`src/rtl/wb_pkg.sv`:
```
// Shared defaults and types for the writeback arbiter and its LSU result buffer.
package wb_pkg;

  localparam int unsigned DEPTH_DEFAULT = 4;
  localparam int unsigned AW_DEFAULT    = 5;
  localparam int unsigned DW_DEFAULT    = 32;

  // Writes to the zero register are architecturally discarded.
  localparam int unsigned X0 = 0;

  typedef struct packed {
    logic                  live;
    logic [AW_DEFAULT-1:0] rd;
    logic [DW_DEFAULT-1:0] data;
  } wb_entry_t;

endpackage

```
`src/rtl/wb_buffer.sv`:
```
// LSU result FIFO with kill-by-destination and live rd-match lookups for hazard reporting.
module wb_buffer
  import wb_pkg::*;
#(
  parameter int unsigned DEPTH = DEPTH_DEFAULT,
  parameter int unsigned AW    = AW_DEFAULT,
  parameter int unsigned DW    = DW_DEFAULT
) (
  input  logic          clk,
  input  logic          reset,
  input  logic          push,
  input  logic [AW-1:0] push_rd,
  input  logic [DW-1:0] push_data,
  input  logic          pop,
  input  logic          kill_en,
  input  logic [AW-1:0] kill_rd,
  output logic          empty,
  output logic          full,
  output logic          head_live,
  output logic [AW-1:0] head_rd,
  output logic [DW-1:0] head_data,
  input  logic [AW-1:0] match_a_addr,
  input  logic [AW-1:0] match_b_addr,
  output logic          match_a,
  output logic          match_b
);

  localparam int unsigned PW = $clog2(DEPTH);

  logic [DEPTH-1:0] live_q, live_d;
  logic [AW-1:0]    rd_q   [DEPTH];
  logic [DW-1:0]    data_q [DEPTH];
  logic [PW-1:0]    wr_ptr_q, wr_ptr_d;
  logic [PW-1:0]    rd_ptr_q, rd_ptr_d;
  logic [PW:0]      count_q, count_d;

  assign empty     = (count_q == '0);
  assign full      = (count_q == (PW+1)'(DEPTH));
  assign head_live = live_q[rd_ptr_q];
  assign head_rd   = rd_q[rd_ptr_q];
  assign head_data = data_q[rd_ptr_q];

  always_comb begin
    live_d   = live_q;
    wr_ptr_d = wr_ptr_q;
    rd_ptr_d = rd_ptr_q;
    count_d  = count_q + (PW+1)'(push) - (PW+1)'(pop);
    if (kill_en) begin
      for (int i = 0; i < int'(DEPTH); i++) begin
        if (rd_q[i] == kill_rd) begin
          live_d[i] = 1'b0;
        end
      end
    end
    // Popped slots are cleared so stale live bits never feed the hazard lookup.
    if (pop) begin
      live_d[rd_ptr_q] = 1'b0;
      rd_ptr_d         = rd_ptr_q + PW'(1);
    end
    if (push) begin
      live_d[wr_ptr_q] = !(kill_en && (push_rd == kill_rd));
      wr_ptr_d         = wr_ptr_q + PW'(1);
    end
  end

  always_comb begin
    match_a = 1'b0;
    match_b = 1'b0;
    for (int i = 0; i < int'(DEPTH); i++) begin
      if (live_q[i] && (rd_q[i] == match_a_addr)) begin
        match_a = 1'b1;
      end
      if (live_q[i] && (rd_q[i] == match_b_addr)) begin
        match_b = 1'b1;
      end
    end
    if (match_a_addr == AW'(X0)) begin
      match_a = 1'b0;
    end
    if (match_b_addr == AW'(X0)) begin
      match_b = 1'b0;
    end
  end

  always_ff @(posedge clk) begin
    if (reset) begin
      live_q   <= '0;
      wr_ptr_q <= '0;
      rd_ptr_q <= '0;
      count_q  <= '0;
    end else begin
      live_q   <= live_d;
      wr_ptr_q <= wr_ptr_d;
      rd_ptr_q <= rd_ptr_d;
      count_q  <= count_d;
    end
  end

  // Payload needs no reset; validity is carried entirely by live_q and count_q.
  always_ff @(posedge clk) begin
    if (push) begin
      rd_q[wr_ptr_q]   <= push_rd;
      data_q[wr_ptr_q] <= push_data;
    end
  end

endmodule

```
`src/rtl/wb_arbiter.sv`:
```
// Register-file write port arbiter: ALU results win, LSU results queue behind them in order.
module wb_arbiter
  import wb_pkg::*;
#(
  parameter int unsigned DEPTH = DEPTH_DEFAULT,
  parameter int unsigned AW    = AW_DEFAULT,
  parameter int unsigned DW    = DW_DEFAULT
) (
  input  logic          clk,
  input  logic          reset,
  input  logic          alu_valid,
  input  logic [AW-1:0] alu_rd,
  input  logic [DW-1:0] alu_data,
  input  logic          lsu_valid,
  output logic          lsu_ready,
  input  logic [AW-1:0] lsu_rd,
  input  logic [DW-1:0] lsu_data,
  input  logic [AW-1:0] rs1_addr,
  input  logic [AW-1:0] rs2_addr,
  output logic          rs1_pending,
  output logic          rs2_pending,
  output logic          RegWrite,
  output logic [AW-1:0] rd_addr,
  output logic [DW-1:0] write_data
);

  logic          alu_issue, head_issue, pop, push;
  logic          fifo_empty, fifo_full;
  logic          head_live;
  logic [AW-1:0] head_rd;
  logic [DW-1:0] head_data;
  logic          buf_match_1, buf_match_2;

  logic          reg_write_q, reg_write_d;
  logic [AW-1:0] rd_addr_q, rd_addr_d;
  logic [DW-1:0] write_data_q, write_data_d;

  assign lsu_ready = !reset && !fifo_full;
  assign push      = lsu_valid && lsu_ready;

  wb_buffer #(
    .DEPTH (DEPTH),
    .AW    (AW),
    .DW    (DW)
  ) u_buffer (
    .clk          (clk),
    .reset        (reset),
    .push         (push),
    .push_rd      (lsu_rd),
    .push_data    (lsu_data),
    .pop          (pop),
    .kill_en      (alu_issue),
    .kill_rd      (alu_rd),
    .empty        (fifo_empty),
    .full         (fifo_full),
    .head_live    (head_live),
    .head_rd      (head_rd),
    .head_data    (head_data),
    .match_a_addr (rs1_addr),
    .match_b_addr (rs2_addr),
    .match_a      (buf_match_1),
    .match_b      (buf_match_2)
  );

  // An x0 ALU result counts as idle so the buffer can drain in that slot.
  always_comb begin
    alu_issue    = alu_valid && (alu_rd != AW'(X0));
    pop          = !alu_issue && !fifo_empty;
    head_issue   = pop && head_live && (head_rd != AW'(X0));
    reg_write_d  = 1'b0;
    rd_addr_d    = '0;
    write_data_d = '0;
    if (alu_issue) begin
      reg_write_d  = 1'b1;
      rd_addr_d    = alu_rd;
      write_data_d = alu_data;
    end else if (head_issue) begin
      reg_write_d  = 1'b1;
      rd_addr_d    = head_rd;
      write_data_d = head_data;
    end
  end

  always_ff @(posedge clk) begin
    if (reset) begin
      reg_write_q  <= 1'b0;
      rd_addr_q    <= '0;
      write_data_q <= '0;
    end else begin
      reg_write_q  <= reg_write_d;
      rd_addr_q    <= rd_addr_d;
      write_data_q <= write_data_d;
    end
  end

  assign RegWrite   = reg_write_q;
  assign rd_addr    = rd_addr_q;
  assign write_data = write_data_q;

  assign rs1_pending = buf_match_1 ||
                       (reg_write_q && (rd_addr_q == rs1_addr) && (rs1_addr != AW'(X0)));
  assign rs2_pending = buf_match_2 ||
                       (reg_write_q && (rd_addr_q == rs2_addr) && (rs2_addr != AW'(X0)));

endmodule

```
`config.mk`:
```
export PLATFORM = sky130hd
export DESIGN_NAME = wb_arbiter
export DESIGN_NICKNAME = d
export VERILOG_FILES = /design/src/rtl/wb_pkg.sv /design/src/rtl/wb_buffer.sv /design/src/rtl/wb_arbiter.sv
export SDC_FILE = /design/constraint.sdc
export NUM_CORES = 1
export LEC_CHECK = 0
export ABC_AREA = 1
export BUFFER_PORTS_ARGS = -buffer_cell sky130_fd_sc_hd__buf_2
export CAP_MARGIN = 20
export CORE_ASPECT_RATIO = 1.75
export CORE_UTILIZATION = 60
export DETAILED_ROUTE_END_ITERATION = 16
export GPL_ROUTABILITY_DRIVEN = 0
export GPL_TIMING_DRIVEN = 1
export PLACE_DENSITY = 0.83
export SLEW_MARGIN = 20
export SYNTH_ARGS = -nofsm -noshare
export SYNTH_HDL_FRONTEND = slang
export SYNTH_SLANG_ARGS = --single-unit
```
`constraint.sdc`:
```
create_clock -name clk -period 8.6 [get_ports clk]
set_clock_uncertainty 0.1 [all_clocks]
set_input_delay 1.29 -clock clk [delete_from_list [all_inputs] [get_ports clk]]
set_output_delay 1.29 -clock clk [all_outputs]
set_load 0.005 [all_outputs]
```
==> impl_metrics.csv <==
group,metric,value,unit
yosys,synth.area.top_cells,"edfxtp_1 (51%), dfxtp_1 (12%), o21ai_0 (5.1%)",
timing,setup_viol,0,
floorplanning,rows,57,
pwr,ir_drop,201,uV
yosys,syn_inst,848,
yosys,synth_most_common_cell,"edfxtp_1",
layout,synthToLayoutAreaGrowth,15.3,%
pwr,p_comb_share,22.4,%
yosys,avgSynthCellArea,10.3,um2
pwr,p_switching,0.777,mW
timing,tns,0,ns
pwr,internal-power,1.71,mW
critical_path,arrival,4.06,ns
timing,rsz0062_at_grt,"no",
timing,finalCritPeriodShare,45.2,%
clock_network,h-tree-depth,4,
clock_network,postCtsSetupRepairBufs,0,
clock_network,cts_tree,"done",
drt,dr.pass1.iters,6,
global_routing,antenna_found_initial,1,
floorplanning,dieArea,15000,um2
clock_network,cts-resized-gates,0,
floorplanning,ioPinCount,129,
yosys,synth_area,8710,um2
pwr,clkPwrFrac,32.1,%
drt,drt-initial-drc-count,652,
yosys,synth-seq-area-share,62.7,%
placed_design,hpwl,14.0,mm
global_routing,grt_pass1_wl,35.3,mm
clock_network,clock_latency,0.43,ns
clock_network,clk_path_buf_depth,2,
outcome,outcome,"completed",
yosys,yosysUniqueCellTypes,31,
global_routing,grt-ovfl-total,0,
timing,min_period,3.88,ns
clock_network,numCtsBuffers,17,
clock_network,cts_hold_buffers,0,
global_routing,grt_pass1_vias,6968,
pwr,p_seq_share,45.5,%
yosys,synth_top_area_share,51.0,%
pwr,p_leak,3.88,nW
yosys,synth_common_cells,"edfxtp_1 (148), nor2_1 (116), nand2_1 (102), o21ai_0 (88), nand3_1 (68)",
timing,relSlewSlack,32.6,%
drt,wl_per_cell,19.5,um
layout,final_area,10000,um2
placed_design,io_buffers,128,
critical_path,worstSetupPathType,"register to register",
clock_network,clockRootBuffer,"clkbuf_16",
yosys,ys_ff_latch,199,
clock_network,path_clk_slew,0.08,ns
timing,worst_pin_slew,1.01,ns
timing,fmax,257,MHz
critical_path,crit_required,8.77,ns
yosys,synth_edf_count,148,
critical_path,cp-start-kind,"register",
yosys,dominantRegCellSynth,"edfxtp_1",
yosys,async_flop_share,0,%
drt,finalWirelength,22.4,mm
layout,nets,1055,
floorplanning,core,14000,um2
floorplanning,dieHeight,161,um
timing,maxSlewViolCount,0,
layout,drive_gt1_share,18.7,%
floorplanning,die_x,93.1,um
min_path,hold_class,"register to register",
global_routing,track_usage,31.4,%
yosys,syn_nets,946,
drt,postRouteAntennaNets,0,
global_routing,grt_max_degree,76,
pwr,powerDensity,248,nW/um2
floorplanning,start_util,62.0,%
critical_path,critical_path.max_fanout,75,
flow_run,max_cap_violations,0,
timing,hold_violations,0,
layout,finish.utilization,71.5,%
placed_design,placed_area,9420,um2
drt,vias,6933,
yosys,yosys_warnings,0,
clock_network,clkSinkCount,199,
drt,viasPerCell,6.04,
layout,nFillCells,1014,
drt,drc_errors,0,
critical_path,crit_path_end_kind,"register",
yosys,yosysTopAreaCell,"edfxtp_1",
pwr,p_sw_share,31.2,%
## path summary, 6_finish.rpt
check                                         start             endpoint  slack (ns)  cells after the start
worst min register to register  u_buffer.count_q[2]  u_buffer.count_q[2]        0.42                      1
worst max register to register             register       write_data[16]        4.72                     11
worst min-delay path            u_buffer.count_q[2]  u_buffer.count_q[2]        0.42                      1
worst max-delay path                       register       write_data[16]        4.72                     11
## per-layer routing
layer  share of wire [%]  up-vias  GRT usage, %
li1                    -     3173             -
met1                  35     3240          34.7
met2                  52      412          54.5
met3                 7.3      108          6.69
met4                 5.5        0          19.0
met5                   0        -             0
## per-stage QoR
step	std cells	power (mW)	worst slack [ns]	hold slack (ns)
6_report	1148	2.49	4.72	0.421
5_1_grt	1148	2.60	4.42	0.462
4_1_cts	1146	2.48	4.93	0.420
3_5_place_dp	1114	1.69	4.59	0.403
3_3_place_gp	1114	1.67	4.71	0.382
2_1_floorplan	848	1.52	4.60	0.351
## sequential cells by signal, indices dropped and copies added, names as in the netlist, named ones only
name and count:
u_buffer.count_q 3, u_buffer.wr_ptr_q 2, write_data 32, u_buffer.data_q 128, u_buffer.rd_ptr_q 2, rd_addr 5
u_buffer.rd_q 20, u_buffer.live_q 4, RegWrite 1
## critical path: stages, from the launching register on
cell and delay (ns):
dfxtp_2 0.32, buf_4 0.56, clkinv_2 0.98, nand2_1 0.25
nand3_1 0.10, nand2_1 0.12, nand2_1 0.16, nor2_1 0.14
nand2_1 0.29, buf_4 0.37, nand3_1 0.19, a21oi_1 0.08
## placed cells by master, fill, tap and decap left out, types with 3 or more instances in the layout
cell	n
nor2_1	112
ha_1	9
inv_1	49
clkbuf_16	17
nand3_1	68
nor3_1	6
dfxtp_1	50
clkinvlp_4	3
o21ai_0	88
o22ai_1	46
xor2_1	21
buf_4	9
nand3b_1	5
nand2_1	102
buf_2	128
inv_6	5
edfxtp_1	148
nor2_4	4
a21oi_1	62
xnor2_1	13
## area by class of cell
| class | instances | area (um2) | area share (%) |
|---|---|---|---|
| inverters | 51 | 193 | 1.92 |
| flip-flops and latches | 199 | 5470 | 54.4 |
| well taps | 177 | 221 | 2.21 |
| diodes | 1 | 2.50 | 0.0249 |
| clock inverters | 14 | 161 | 1.61 |
| multi-input cells | 550 | 2830 | 28.2 |
| repair buffers | 138 | 736 | 7.33 |
| clock buffers | 18 | 429 | 4.27 |
## logic make-up (layout without fill, tap and decap cells)
family	after synthesis	in the layout	synth area share, %
DFF	199	199	62.7
buffers and inverters	99	221	5.19
and+or+nand+nor	306	306	14.9
AOI/OAI and AO/OA	200	200	12.2
other	0	1	0
adders and majority gates	10	10	1.52
xor gates and xnor gates	34	34	3.42
## power by group through the flow
stage | Combinational (mW) | Sequential [mW] | Clock (mW)
floorplan | 0.377 | 1.15 | 0
CTS | 0.542 | 1.13 | 0.801
detailed placement | 0.537 | 1.15 | 0
global route | 0.617 | 1.14 | 0.843
global placement | 0.518 | 1.15 | 0
finish | 0.557 | 1.13 | 0.798
(Power assumes the default switching activity.)
